[src/rtl/regfile_preload_ctrl.sv]
// Preload sequencer: streams (channel, address, data) words into the regfile
// write ports, then starts the datapath after a settle delay.
//
// state  | meaning
// IDLE   | waiting for go; no words accepted
// LOAD   | accepting config words, one registered strobe per word
// SETTLE | last word accepted; counting down before start
// RUN    | is_start held high until abort
module regfile_preload_ctrl #(
    parameter int NUM_CH     = 2,
    parameter int CH_W       = 1,
    parameter int ADDR_W     = 12,
    parameter int DATA_W     = 32,
    parameter int SETTLE_CYC = 3,
    parameter int CNT_W      = 16
) (
    input  logic              clk,
    input  logic              rst_n,
    input  logic              go,
    input  logic              abort,
    input  logic              cfg_valid,
    output logic              cfg_ready,
    input  logic [CH_W-1:0]   cfg_ch,
    input  logic [ADDR_W-1:0] cfg_addr,
    input  logic [DATA_W-1:0] cfg_data,
    input  logic              cfg_last,
    output logic [NUM_CH-1:0] ran_we,
    output logic [ADDR_W-1:0] ran_w_addr,
    output logic [DATA_W-1:0] ran_w_data,
    output logic              is_start,
    output logic              busy,
    output logic              err_ch,
    output logic [CNT_W-1:0]  wr_count
);

    localparam logic [1:0] ST_IDLE   = 2'd0;
    localparam logic [1:0] ST_LOAD   = 2'd1;
    localparam logic [1:0] ST_SETTLE = 2'd2;
    localparam logic [1:0] ST_RUN    = 2'd3;

    localparam int              SET_W    = (SETTLE_CYC < 2) ? 1 : $clog2(SETTLE_CYC + 1);
    localparam logic [CH_W:0]   CH_LIMIT = (CH_W + 1)'(NUM_CH);
    localparam logic [CNT_W-1:0] CNT_MAX = '1;

    logic [1:0]        state;
    logic [SET_W-1:0]  settle_cnt;
    logic              accept;
    logic              ch_ok;
    logic              issue;
    logic              open_session;
    logic [NUM_CH-1:0] we_sel;

    assign cfg_ready    = (state == ST_LOAD);
    assign accept       = cfg_valid && cfg_ready;
    assign ch_ok        = ({1'b0, cfg_ch} < CH_LIMIT);
    // abort in the accept cycle cancels the write before it is registered
    assign issue        = accept && ch_ok && !abort;
    assign open_session = (state == ST_IDLE) && go && !abort;

    assign is_start = (state == ST_RUN);
    assign busy     = (state == ST_LOAD) || (state == ST_SETTLE);

    always_comb begin
        we_sel = '0;
        for (int i = 0; i < NUM_CH; i++) begin
            we_sel[i] = (cfg_ch == CH_W'(i));
        end
    end

    always_ff @(posedge clk or negedge rst_n) begin
        if (!rst_n) begin
            state      <= ST_IDLE;
            settle_cnt <= '0;
        end else if (abort) begin
            state <= ST_IDLE;
        end else begin
            case (state)
                ST_IDLE: begin
                    if (go) state <= ST_LOAD;
                end
                ST_LOAD: begin
                    if (accept && cfg_last) begin
                        state      <= ST_SETTLE;
                        settle_cnt <= SET_W'(SETTLE_CYC);
                    end
                end
                ST_SETTLE: begin
                    // terminal count at 1 gives SETTLE_CYC cycles in SETTLE
                    if (settle_cnt == SET_W'(1)) state <= ST_RUN;
                    else settle_cnt <= settle_cnt - SET_W'(1);
                end
                ST_RUN: ;
                default: state <= ST_IDLE;
            endcase
        end
    end

    always_ff @(posedge clk or negedge rst_n) begin
        if (!rst_n) begin
            ran_we     <= '0;
            ran_w_addr <= '0;
            ran_w_data <= '0;
        end else begin
            ran_we <= issue ? we_sel : '0;
            if (issue) begin
                ran_w_addr <= cfg_addr;
                ran_w_data <= cfg_data;
            end
        end
    end

    always_ff @(posedge clk or negedge rst_n) begin
        if (!rst_n) begin
            wr_count <= '0;
            err_ch   <= 1'b0;
        end else if (open_session) begin
            wr_count <= '0;
            err_ch   <= 1'b0;
        end else begin
            if (issue && (wr_count != CNT_MAX)) wr_count <= wr_count + CNT_W'(1);
            if (accept && !ch_ok && !abort) err_ch <= 1'b1;
        end
    end

endmodule

[config.mk]
export PLATFORM = sky130hd
export DESIGN_NAME = regfile_preload_ctrl
export DESIGN_NICKNAME = d
export VERILOG_FILES = /design/src/rtl/regfile_preload_ctrl.sv
export SDC_FILE = /design/constraint.sdc
export NUM_CORES = 1
export LEC_CHECK = 0
export BUFFER_PORTS_ARGS = -buffer_cell sky130_fd_sc_hd__buf_2
export CORE_MARGIN = 2
export CORE_UTILIZATION = 54
export CTS_BUF_LIST = sky130_fd_sc_hd__clkbuf_4 sky130_fd_sc_hd__clkbuf_8
export CTS_CLUSTER_DIAMETER = 60
export CTS_CLUSTER_SIZE = 14
export DETAILED_ROUTE_END_ITERATION = 7
export PLACE_DENSITY = 0.88
export SLEW_MARGIN = 20
export SYNTH_ARGS = -nofsm -noshare
export SYNTH_HDL_FRONTEND = slang
export SYNTH_SLANG_ARGS = --single-unit
[constraint.sdc]
create_clock -name clk -period 4.8 [get_ports clk]
set_input_delay 0.48 -clock clk [delete_from_list [all_inputs] [get_ports clk]]
set_output_delay 0.48 -clock clk [all_outputs]
set_load 0.05 [all_outputs]
* After elaboration in Yosys (flattened, before gate mapping)
Cells that the tools add are included.
** Cells by class
- $add $sub $neg :: 2
- Multipliers :: 0
- $lt $le $gt $ge :: 0
- Shift operators :: 0
- Muxes and demuxes :: 11
- Reductions and logical operators :: 14
- Divide/modulo/power cells :: 0
- Bitwise operators :: 2
- Eq/ne operators :: 10
** Operators by type and width (count)
- 2-to-1 mux 16 bit :: 2
- adder 16 x 1 -> 16 bit, second input constant :: 1
- != test 16 bit, second input constant :: 1
- 2-to-1 mux 2 bit :: 7
- AND reduction 4 bit :: 2
- logical AND 1 bit :: 6
- != test 3 x 2 -> 1 bit, second input constant :: 2
- case mux 2 bit (3 select lines) :: 1
- == test 2 x 1 -> 1 bit, second input constant :: 2
- == test 2 bit, second input constant :: 2
- case mux 2 bit (2 select lines) :: 1
- nonzero test 2 bit :: 2
- nonzero test 4 bit :: 1
- != test 3 bit, second input constant :: 1
- logical NOT 2 bit :: 1
- != test 2 x 1 -> 1 bit, second input constant :: 1
- != test 2 bit, second input constant :: 1
- inverter 1 bit :: 2
- subtractor 2 x 1 -> 2 bit, second input constant :: 1
- logical NOT 1 bit :: 1
- logical OR 1 bit :: 1
** Word-level totals
- ROM bits :: 0
- Word-level logic and storage cells :: 45
- Bits of input ports :: 51
- Memory bits (writable) :: 0
- Output and inout port bits :: 66
- Bits in registers :: 66
- Memories :: 0
- Bits in latches :: 0

* Depth between registers and ports, before layout
Gate-level depths: netlist (run 1).
- Depth in word-level cells :: 6
- Depth in mapped cells :: 8
- Mapped depth without buffers :: 7

* Worst setup path after synthesis (run 1)
OpenSTA, ideal clock, no wires.
- Path type :: register to register
- Start point :: reg state[1]
- End point :: reg wr_count[10]
- Setup time :: 0.073 ns
- Buffers on the path :: 0
- Path slack :: 2.557 ns
- Arrival :: 2.171 ns
- Period minus slack after synthesis :: 2.243 ns
- Cell stages (with the launch flop) :: 8
- Required time :: 4.727 ns
- Cell sequence :: dfrtp_1 > inv_1 > ha_1 > nand3b_2 > nor4_1 > nand4_1 > xor2_1 > nor2_1
** On the way
- Cells in the longest elaborated chain, start to end :: 5
- Elaborated cells between the ends (all ways) :: 9
- Classes of those cells :: 1 x eq/ne; 1 x mux; 7 x reduce/logical
** RTL lines
- from (decl) :: RTL line 45 : logic [1:0] state;
- from (signal assigned) :: RTL line 72 : state <= ST_IDLE;
- from (signal assigned) :: RTL line 75 : state <= ST_IDLE;
- from (signal assigned) :: RTL line 79 : if (go) state <= ST_LOAD;
- == test 2 x 1 -> 1 bit :: RTL line 53 : assign cfg_ready = (state == ST_LOAD);
- net cfg_ready :: RTL line 22 : output logic cfg_ready,
- logical AND 1 bit :: RTL line 54 : assign accept = cfg_valid && cfg_ready;
- logical AND 1 bit :: RTL line 57 : assign issue = accept && ch_ok && !abort;
- logical AND 1 bit :: RTL line 120 : if (issue && (wr_count != CNT_MAX)) wr_count <= wr_count + CNT_W'(1);
- nonzero test 2 bit (no source line)
- to (signal assigned) :: RTL line 120
- to (decl) :: RTL line 33 : output logic [CNT_W-1:0] wr_count
The timed path passes the listed nets, and every way through them passes these cells.
A chain may end at the register's enable or synchronous reset.

* Final worst setup path (run 1)
- Start point :: reg state[1]
- End point :: reg wr_count[10]
** On the way
- Cells in the longest elaborated chain, start to end :: 5
- Elaborated cells between the ends (all ways) :: 9
- Classes of those cells :: 1 x eq/ne; 1 x mux; 7 x reduce/logical
** RTL lines (RTL line)
- == test 2 x 1 -> 1 bit :: 53
- logical AND 1 bit :: 54
- logical AND 1 bit :: 57
- logical AND 1 bit :: 120
- nonzero test 2 bit (no source line)
Several ways; a longest one is shown, not always the timed one.

==> impl_metrics.json, run 1 <==
{
  "cts_tree": "built",
  "wl_per_cell_um": 12.6,
  "drtIter0Drc": 99,
  "hold_viol": 0,
  "rsz0062_at_grt": "no",
  "drive_gt1_share_pct": 31.9,
  "worst_slew_pin_slew_ns": 1.09,
  "finalMaxSlewViolations": 0,
  "drtAntennaViolNets": 0,
  "ys_seq_area_share_pct": 56.8,
  "critPathLaunchType": "flop",
  "crit_path_end_kind": "flop",
  "track_usage_pct": 22.8,
  "syn-cell-area_um2": 2910,
  "cts.path.max_buffers": 2,
  "grt-ovfl-total": 0,
  "cts_setup_buffers": 0,
  "slew_headroom_pct": 26.9,
  "cts_buffers": 9,
  "cts.sinks": 66,
  "finalCritPeriodShare_pct": 56.2,
  "grt_pass1_vias": 2419,
  "rows": 26,
  "total_leakage_power_nw": 2.10,
  "vias": 2510,
  "first_pass_iters": 4,
  "cts_hold_buf": 0,
  "fp.coreArea_um2": 5140,
  "dieHeight_um": 77.4,
  "port_buffers": 115,
  "path_cells": "inv_1 -> ha_1 -> nand3b_2 -> buf_4 -> nor4_1 -> nand4_1 -> xor2_1 -> nor2_1",
  "io_pins": 117,
  "fin_crit_ns": 2.70,
  "peakVddDrop_uv": 548,
  "synth_top_area_cell": "dfrtp_1",
  "grt_pass1_wl_um": 10800,
  "avgViaCountPerCell": 4.96,
  "min_path_type": "input port to flop",
  "maxCapViolations": 0,
  "fin_nets": 492,
  "crit_arrival_ns": 2.87,
  "grt_max_degree": 67,
  "area_delta_synth_final_pct": 28.2,
  "pwr_density_cell_nw_per_um2": 677,
  "multi_input_area_um2": 1180,
  "setup_violations": 0,
  "critPathKind": "flop to flop",
  "seqCellArea_um2": 1650,
  "synth_cells": 317,
  "htree_num_levels": 3,
  "drc": 0,
  "die_area_um2": 5990,
  "tns_ns": 0,
  "cts_resized": 0,
  "crit_path_max_fanout": 29,
  "yosys_warnings": 0,
  "clk_transition_reported_paths_ns": 0.06,
  "start_util_pct": 56.6,
  "fill_cells": 418,
  "synth_seq_cells": 66,
  "yosys.cell_types.count": 38,
  "max_freq_ghz": 0.371,
  "gp_congestion": 0.810,
  "antenna_cells": 0,
  "slowest_stage": "nand3b_2",
  "antenna_found_initial": 0,
  "synth_top_area_share_pct": 56.8,
  "syn_nets": 376,
  "synthTopCellsByArea": "dfrtp_1 (57%), nand2_1 (18%), ha_1 (3.4%), xnor2_1 (3.3%), nor2_1 (2.6%)",
  "finClkSkew_ns": 0.00330,
  "hpwl_um": 4450,
  "syn_avg_cell_area_um2": 9.17,
  "root_buffer": "clkbuf_8",
  "slowest_delay_ns": 0.46,
  "clock_latency_ns": 0.33,
  "total_power_mw": 2.52,
  "wirelength_um": 6380,
  "status": "finished clean",
  "critical_path_required_ns": 4.97,
  "die_w_um": 77.4
}
[layout make-up]
cell class                 instances  share of cell area (%)
inverter                           7                   0.705
sequential                        66                    44.3
timing repair buffer             117                    15.8
multi-input combinational        232                    31.7
clock buffer                      11                    4.06
tap                               70                    2.35
clock inverter                     3                    1.07
[power by group]
group          internal [mW]  leakage (nW)  switching, mW
registers              0.746         0.847          0.108
clock network          0.261         0.101          0.191
logic                  0.265          1.15          0.955
total                   1.27          2.10           1.25
[critical path: cells and delay by family, from the launching register on]
family | cells | cell delay (ns)
AND/OR/NAND/NOR | 4 | 1.14
buffers and inverters | 2 | 0.54
flip-flops | 1 | 0.43
adder cells (fa/ha/maj) | 1 | 0.27
XOR/XNOR | 1 | 0.15
[cell usage in the layout, fill, tap and decap left out, types with 4 or more instances in the layout]
cell | synthesis | routed
nor3_1 | 5 | 5
inv_1 | 7 | 7
ha_1 | 8 | 8
nand2_1 | 143 | 143
o21ai_0 | 4 | 4
nand4_1 | 4 | 4
dfrtp_1 | 66 | 66
nor2_1 | 20 | 20
clkbuf_8 | 0 | 11
buf_2 | 1 | 115
xnor2_1 | 11 | 11
nand3_1 | 6 | 6
[Yosys cell counts]
master and number:
a211oi_1 1, a21oi_1 2, a221oi_1 1, a222oi_1 1
and2_1 1, and3_2 1, and3b_1 1, and4_1 1
and4_2 1, buf_1 2, buf_2 1, buf_4 1
clkbuf_1 8, conb_1 1, dfrtp_1 66, ha_1 8
inv_1 7, mux2i_1 1, nand2_1 143, nand3_1 6
nand3b_2 1, nand4_1 4, nand4_4 1, nand4b_1 1
nor2_1 20, nor3_1 5, nor3b_1 3, nor4_1 3
nor4_2 1, nor4_4 1, nor4b_1 1, o21a_1 1
o21ai_0 4, o31ai_1 1, or3_1 1, or3_2 1
xnor2_1 11, xor2_1 3
[worst paths after layout]
| check | from | endpoint | slack [ns] | depth (start not counted) |
|---|---|---|---|---|
| max in group asynchronous | rst_n | wr_count[12] | 3.96 | 2 |
| max | state[1] | wr_count[10] | 2.10 | 8 |
| min | cfg_ch | ran_we[0] | 0.31 | 2 |
| max reg2reg | state[1] | wr_count[10] | 2.10 | 8 |
| min reg2reg | ran_w_addr[6] | ran_w_addr[6] | 0.47 | 2 |
| min in group asynchronous | rst_n | wr_count[9] | 0.32 | 2 |
[registers in the layout, summed over array words and instances (netlist names)]
signal / cells
ran_w_data: 32
wr_count: 16
ran_w_addr: 12
ran_we: 2
settle_cnt: 2
state: 2
[per-layer routing]
metal	track usage (%)	up-vias	wire length, µm
li1	-	1236	-
met1	27.2	1159	2760
met2	38.9	107	3100
met3	7.09	8	445
met4	8.57	0	77
met5	0	-	0
[through the flow]
stage               utilization (%)  hold slack (ns)  instances  worst slack, ns  cell area, µm²
global route                   72.5            0.296        506             1.84            3730
finish                         72.5            0.305        506             2.10            3730
global placement               68.8            0.452        492             2.23            3540
CTS                            72.5            0.290        506             2.07            3730
detailed placement             68.8            0.457        492             2.09            3540
floorplan                         -            0.184        317             2.56            2910
[kinds of logic after synthesis]
| logic type | count (synthesis) | synth area share (%) |
|---|---|---|
| flip-flops | 66 | 56.8 |
| XOR/XNOR | 14 | 4.22 |
| multiplexers | 1 | 0.344 |
| other | 1 | 0.129 |
| AND/OR/NAND/NOR | 197 | 30.0 |
| buffers and inverters | 19 | 2.63 |
| adder cells (fa/ha/maj) | 8 | 3.44 |
| AO/OA/AOI/OAI | 11 | 2.45 |
No activity file was read; power rests on OpenSTA's default activity.
==> run 2, diff against run 1 <==
Settings changed: ABC_AREA set to 1, CORE_UTILIZATION 54 to 51, PLACE_DENSITY 0.88 to 0.83.
Clock period 4.8 ns to 2.5 ns, I/O delays scaled along.
==> impl_metrics.json, run 2 <==
{
  "status": "finished, violations left",
  "violations": "negative hold slack",
  "cts_setup_buffers": 0,
  "synth_cells": 286,
  "cts.path.max_buffers": 2,
  "cts_buffers": 9,
  "yosys_warnings": 0,
  "crit_arrival_ns": 2.07,
  "hold-worst-slack_ns": -0.0138,
  "crit_path_max_fanout": 14,
  "regMostFlops": "ran_w_data",
  "pwr_density_cell_nw_per_um2": 1350,
  "worst_slew_pin_slew_ns": 0.755,
  "grt_max_degree": 36,
  "antenna_found_initial": 0,
  "synth_top_area_cell": "dfrtp_1",
  "dieHeight_um": 81.4,
  "rows": 28,
  "cts.sinks": 66,
  "hold_viol": 9,
  "clk_transition_reported_paths_ns": 0.07,
  "fin_nets": 466,
  "async_flop_share_pct": 100,
  "critPathKind": "flop to flop",
  "grtUsageMet1_pct": 24.8,
  "cts_hold_buf": 0,
  "final_common_cell": "buf_2",
  "finalMaxSlewViolations": 0,
  "drtIter0Drc": 160,
  "drc": 0,
  "avgViaCountPerCell": 5.17,
  "yosys.cell_types.count": 26,
  "placedCellCount": 471,
  "grt-ovfl-total": 0,
  "dp_slack_ns": 0.650,
  "io_pins": 117,
  "max_freq_ghz": 0.540,
  "endpoint": "wr_count[15]",
  "wirelength_um": 6670,
  "r2r_setup_slack_ns": 0.65,
  "synth_seq_cells": 66,
  "grtUsageMet2_pct": 35.2,
  "ys.flop_type": "dfrtp_1",
  "critical_path_required_ns": 2.71,
  "pwr-share-seq_pct": 32.1,
  "peakVddDrop_uv": 928,
  "fill_cells": 468,
  "ys_seq_area_share_pct": 54.0,
  "maxCapViolations": 0,
  "total_leakage_power_nw": 2.03,
  "crit_start": "state[0]",
  "synth_top_area_share_pct": 54.0,
  "min_path_type": "input port to async pin",
  "grt_pass1_wl_um": 10500,
  "critPathLaunchType": "flop",
  "r2r-start": "state[0]",
  "gp_congestion": 0.870,
  "grt_pass1_vias": 2388,
  "fin_crit_ns": 1.85,
  "syn_avg_cell_area_um2": 10.7,
  "slew_headroom_pct": 49.6,
  "port_buffers": 115,
  "layoutNonFillerInstCount": 487,
  "largest_register_ffs": 32,
  "crit_path_end_kind": "flop",
  "drive_gt1_share_pct": 45.6,
  "yosys-top-cells-count": "dfrtp_1 (66), nand2_1 (58), mux2_2 (44), nand3_1 (22), nor2_1 (22)",
  "rsz0062_at_grt": "no",
  "setup_slack_ns": 0.647,
  "die_w_um": 81.4,
  "drtAntennaViolNets": 0,
  "htree_num_levels": 3,
  "swShare_pct": 48.8,
  "finClkSkew_ns": 0.0106,
  "setup_violations": 0,
  "finalCritPeriodShare_pct": 74.1,
  "cts_resized": 0,
  "tns_ns": 0,
  "top_regs": "ran_w_data (32), wr_count (16), ran_w_addr (12)",
  "synth-edff-count": 0,
  "grtUsageMet3_pct": 5.82,
  "synthTopCellsByArea": "dfrtp_1 (54%), mux2_2 (16%), nand2_1 (7.1%), nand3_1 (3.6%), ha_1 (3.3%)",
  "vias": 2520,
  "r2r_end": "wr_count[15]",
  "clock_latency_ns": 0.33,
  "syn-cell-area_um2": 3060,
  "die_area_um2": 6630,
  "wl_per_cell_um": 13.7,
  "combPwrFrac_pct": 50.4,
  "p_sw_mw": 2.58,
  "ff2ff_path_depth": 7,
  "post-synth-top-count-cell": "dfrtp_1",
  "antenna_cells": 0,
  "grt.busiest_layer": "met2",
  "fp.coreArea_um2": 5850,
  "layout_common_cells": "buf_2 (115), dfrtp_1 (66), nand2_1 (58)",
  "hpwl_um": 5020,
  "internal_power_mw": 2.70,
  "area_delta_synth_final_pct": 27.8,
  "p_clk_share_pct": 17.6,
  "first_pass_iters": 4,
  "cts_tree": "built",
  "root_buffer": "clkbuf_8",
  "track_usage_pct": 20.8,
  "syn_nets": 345,
  "start_util_pct": 52.2
}
==> run 2: cell types whose count changed in the layout (fill, tap and decap cells not counted), moves of 11 or more <==
cell     delta
inv_1      +11
xnor2_1    -11
nand3_1    +15
mux2_2     +44
nand2_1    -85
==> run 2: through the flow <==
step / utilization [%] / instance area [µm²] / power (mW)
4_1_cts: 66.7 / 3910 / 5.32
5_1_grt: 66.7 / 3910 / 5.54
3_5_place_dp: 63.2 / 3700 / 4.39
2_1_floorplan: - / 3060 / 3.77
6_report: 66.7 / 3910 / 5.28
3_3_place_gp: 63.2 / 3700 / 4.31
==> run 2: final cells by class <==
type,count,area [µm²],area share [%]
tap,75,93.8,2.40
inverter,19,73.8,1.89
timing repair buffer,118,611,15.6
sequential,66,1650,42.3
multi-input combinational,193,1270,32.4
clock buffer,12,159,4.07
clock inverter,4,50.0,1.28
==> run 2: worst min-delay path by stage <==
stage	slack, ns	endpoint	startpoint	cells after the start
CTS	0.005	ran_w_data[1]	rst_n	1
detailed placement	0.36	wr_count[11]	rst_n	1
global placement	0.35	wr_count[11]	rst_n	1
floorplan	-0.05	ran_w_addr[0]	rst_n	0
global route	0.04	wr_count[11]	rst_n	1
finish	-0.01	wr_count[11]	rst_n	1
==> run 2: critical path: stages (launching register included) <==
cell and delay, ns:
dfrtp_1 0.42, inv_1 0.13, ha_1 0.21, nand3_1 0.41
o21ai_4 0.30, inv_4 0.13, nand2_1 0.08, nand2_1 0.05
==> run 2: layer usage <==
layer	vias up	wire length, µm	part of all wire (%)
met5	-	0	0
met4	0	78	1.2
met3	7	569	8.5
met2	106	3410	51
met1	1212	2610	39
li1	1195	-	-
==> run 2: cells by family (layout without fill, tap and decap cells) <==
| logic type | count (synthesis) | in the layout | share of synthesized area [%] |
|---|---|---|---|
| AND/OR/NAND/NOR | 118 | 118 | 16.8 |
| flip-flops | 66 | 66 | 54.0 |
| multiplexers | 44 | 44 | 16.2 |
| buffers and inverters | 27 | 153 | 4.71 |
| AO/OA/AOI/OAI | 18 | 18 | 3.68 |
| adder cells (fa/ha/maj) | 8 | 8 | 3.27 |
| XOR/XNOR | 4 | 4 | 1.15 |
| other | 1 | 1 | 0.123 |
==> run 2: power groups by stage <==
stage          clock network (mW)  logic (mW)  registers [mW]
2_1_floorplan                   0       0.725            3.04
3_3_place_gp                    0        2.63            1.68
3_5_place_dp                    0        2.68            1.71
4_1_cts                     0.946        2.68            1.70
5_1_grt                     0.989        2.80            1.75
6_report                    0.927        2.66            1.69
==> run 3, diff against run 2 <==
Clock period 2.5 ns to 1.75 ns, I/O delays scaled along.
==> impl_metrics.json, run 3 (same netlist as run 2, synthesis figures left out) <==
{
  "status": "finished clean",
  "cts.sinks": 66,
  "port_buffers": 115,
  "crit_path_max_fanout": 4,
  "root_buffer": "clkbuf_8",
  "critical_path.top_delay_family": "flip-flops",
  "wl_per_cell_um": 13.9,
  "total_leakage_power_nw": 2.08,
  "maxCapViolations": 0,
  "crit_cells": 3,
  "grt-ovfl-total": 0,
  "drc": 0,
  "antenna_found_initial": 0,
  "drtAntennaViolNets": 0,
  "max_freq_ghz": 0.611,
  "crit_buf_inv": 2,
  "ff2ff_path_depth": 9,
  "setup_violations": 0,
  "peakVddDrop_uv": 1290,
  "path_cells": "inv_1 -> ha_1 -> buf_2",
  "grt.busiest_layer": "met2",
  "area_delta_synth_final_pct": 31.1,
  "hold_path_depth": 2,
  "slowest_delay_ns": 0.44,
  "finalCritPeriodShare_pct": 93.5,
  "rsz0062_at_grt": "no",
  "layout_common_cells": "buf_2 (115), dfrtp_1 (64), nand2_1 (58)",
  "avgViaCountPerCell": 5.20,
  "vias": 2568,
  "grtUsageMet2_pct": 35.9,
  "drtIter0Drc": 119,
  "critPathLaunchType": "flop",
  "grtUsageMet3_pct": 4.73,
  "htree_num_levels": 3,
  "grtUsageMet1_pct": 25.0,
  "cts_tree": "built",
  "crit_arrival_ns": 1.46,
  "hold_viol": 0,
  "largest_register_ffs": 32,
  "layoutNonFillerInstCount": 494,
  "grt_pass1_wl_um": 10600,
  "die_area_um2": 6630,
  "finClkSkew_ns": 0.00669,
  "drive_gt1_share_pct": 47.0,
  "fin_crit_ns": 1.64,
  "critical_path_required_ns": 1.57,
  "critPathKind": "flop to primary output",
  "crit_path_end_kind": "primary output",
  "dieHeight_um": 81.4,
  "track_usage_pct": 20.9,
  "first_pass_iters": 4,
  "tns_ns": 0,
  "slowest_stage": "dfrtp_1",
  "cts.path.max_buffers": 2,
  "utilization_pct": 68.5,
  "finalMaxSlewViolations": 0,
  "start_util_pct": 52.2,
  "min_path_type": "input port to flop",
  "gp_congestion": 0.902,
  "clock_latency_ns": 0.33,
  "rows": 28,
  "top_regs": "ran_w_data (32), wr_count (16), ran_w_addr (12)",
  "grt_pass1_vias": 2432,
  "antenna_cells": 0,
  "fp.coreArea_um2": 5850,
  "clk_transition_reported_paths_ns": 0.08,
  "final_common_cell": "buf_2",
  "hpwl_um": 5090,
  "cts_buffers": 9,
  "grt_max_degree": 67,
  "wirelength_um": 6880,
  "regMostFlops": "ran_w_data",
  "fin_nets": 473,
  "placedCellCount": 475,
  "io_pins": 117,
  "die_w_um": 81.4,
  "pwr_density_cell_nw_per_um2": 1930
}
run 3: through the flow:
| step | power, mW | hold WS, ns | setup WS, ns | cell area, µm² |
|---|---|---|---|---|
| 2_1_floorplan | 5.42 | -0.121 | 0.0307 | 3070 |
| 3_3_place_gp | 6.23 | 0.216 | 0.158 | 3750 |
| 3_5_place_dp | 6.35 | 0.226 | 0.130 | 3750 |
| 4_1_cts | 7.78 | 0.0493 | 0.0882 | 4000 |
| 5_1_grt | 8.10 | 0.0494 | 0.0146 | 4010 |
| 6_report | 7.73 | 0.0665 | 0.114 | 4010 |
run 3: final cells by class:
class	count	area [µm²]
Fill cell	485	1840
Sequential cell	66	1650
Multi-Input combinational cell	193	1280
Timing Repair Buffer	125	681
Clock buffer	10	131
Tap cell	75	93.8
Clock inverter	6	90.1
Inverter	19	73.8
run 3: final timing paths:
kind	start	end	slack, ns
worst max-delay path	state[0]	busy	0.11
worst min-delay path	cfg_data[26]	ran_w_data[26]	0.07
worst max register to register	wr_count[0]	wr_count[0]	0.14
worst min register to register	ran_w_addr[0]	ran_w_addr[0]	0.50
max in group asynchronous	rst_n	wr_count[0]	1.07
min in group asynchronous	rst_n	wr_count[8]	0.38
run 3: metal layers:
layer | wire (µm) | vias to the layer above
li1 | - | 1205
met1 | 2670 | 1230
met2 | 3570 | 119
met3 | 530 | 14
met4 | 116 | 0
met5 | 0 | -
run 3: power breakdown:
group,internal (mW),total (mW),switching (mW)
Sequential,2.11,2.43,0.314
Clock,0.823,1.41,0.591
Combinational,1.04,3.88,2.84
run 3: what timing repair did:
action,CTS,global route
hold buffers,2,0
setup buffers,0,1
endpoints found under the setup margin,0,2
gates resized for setup,0,1
endpoints found under the hold margin,67,0
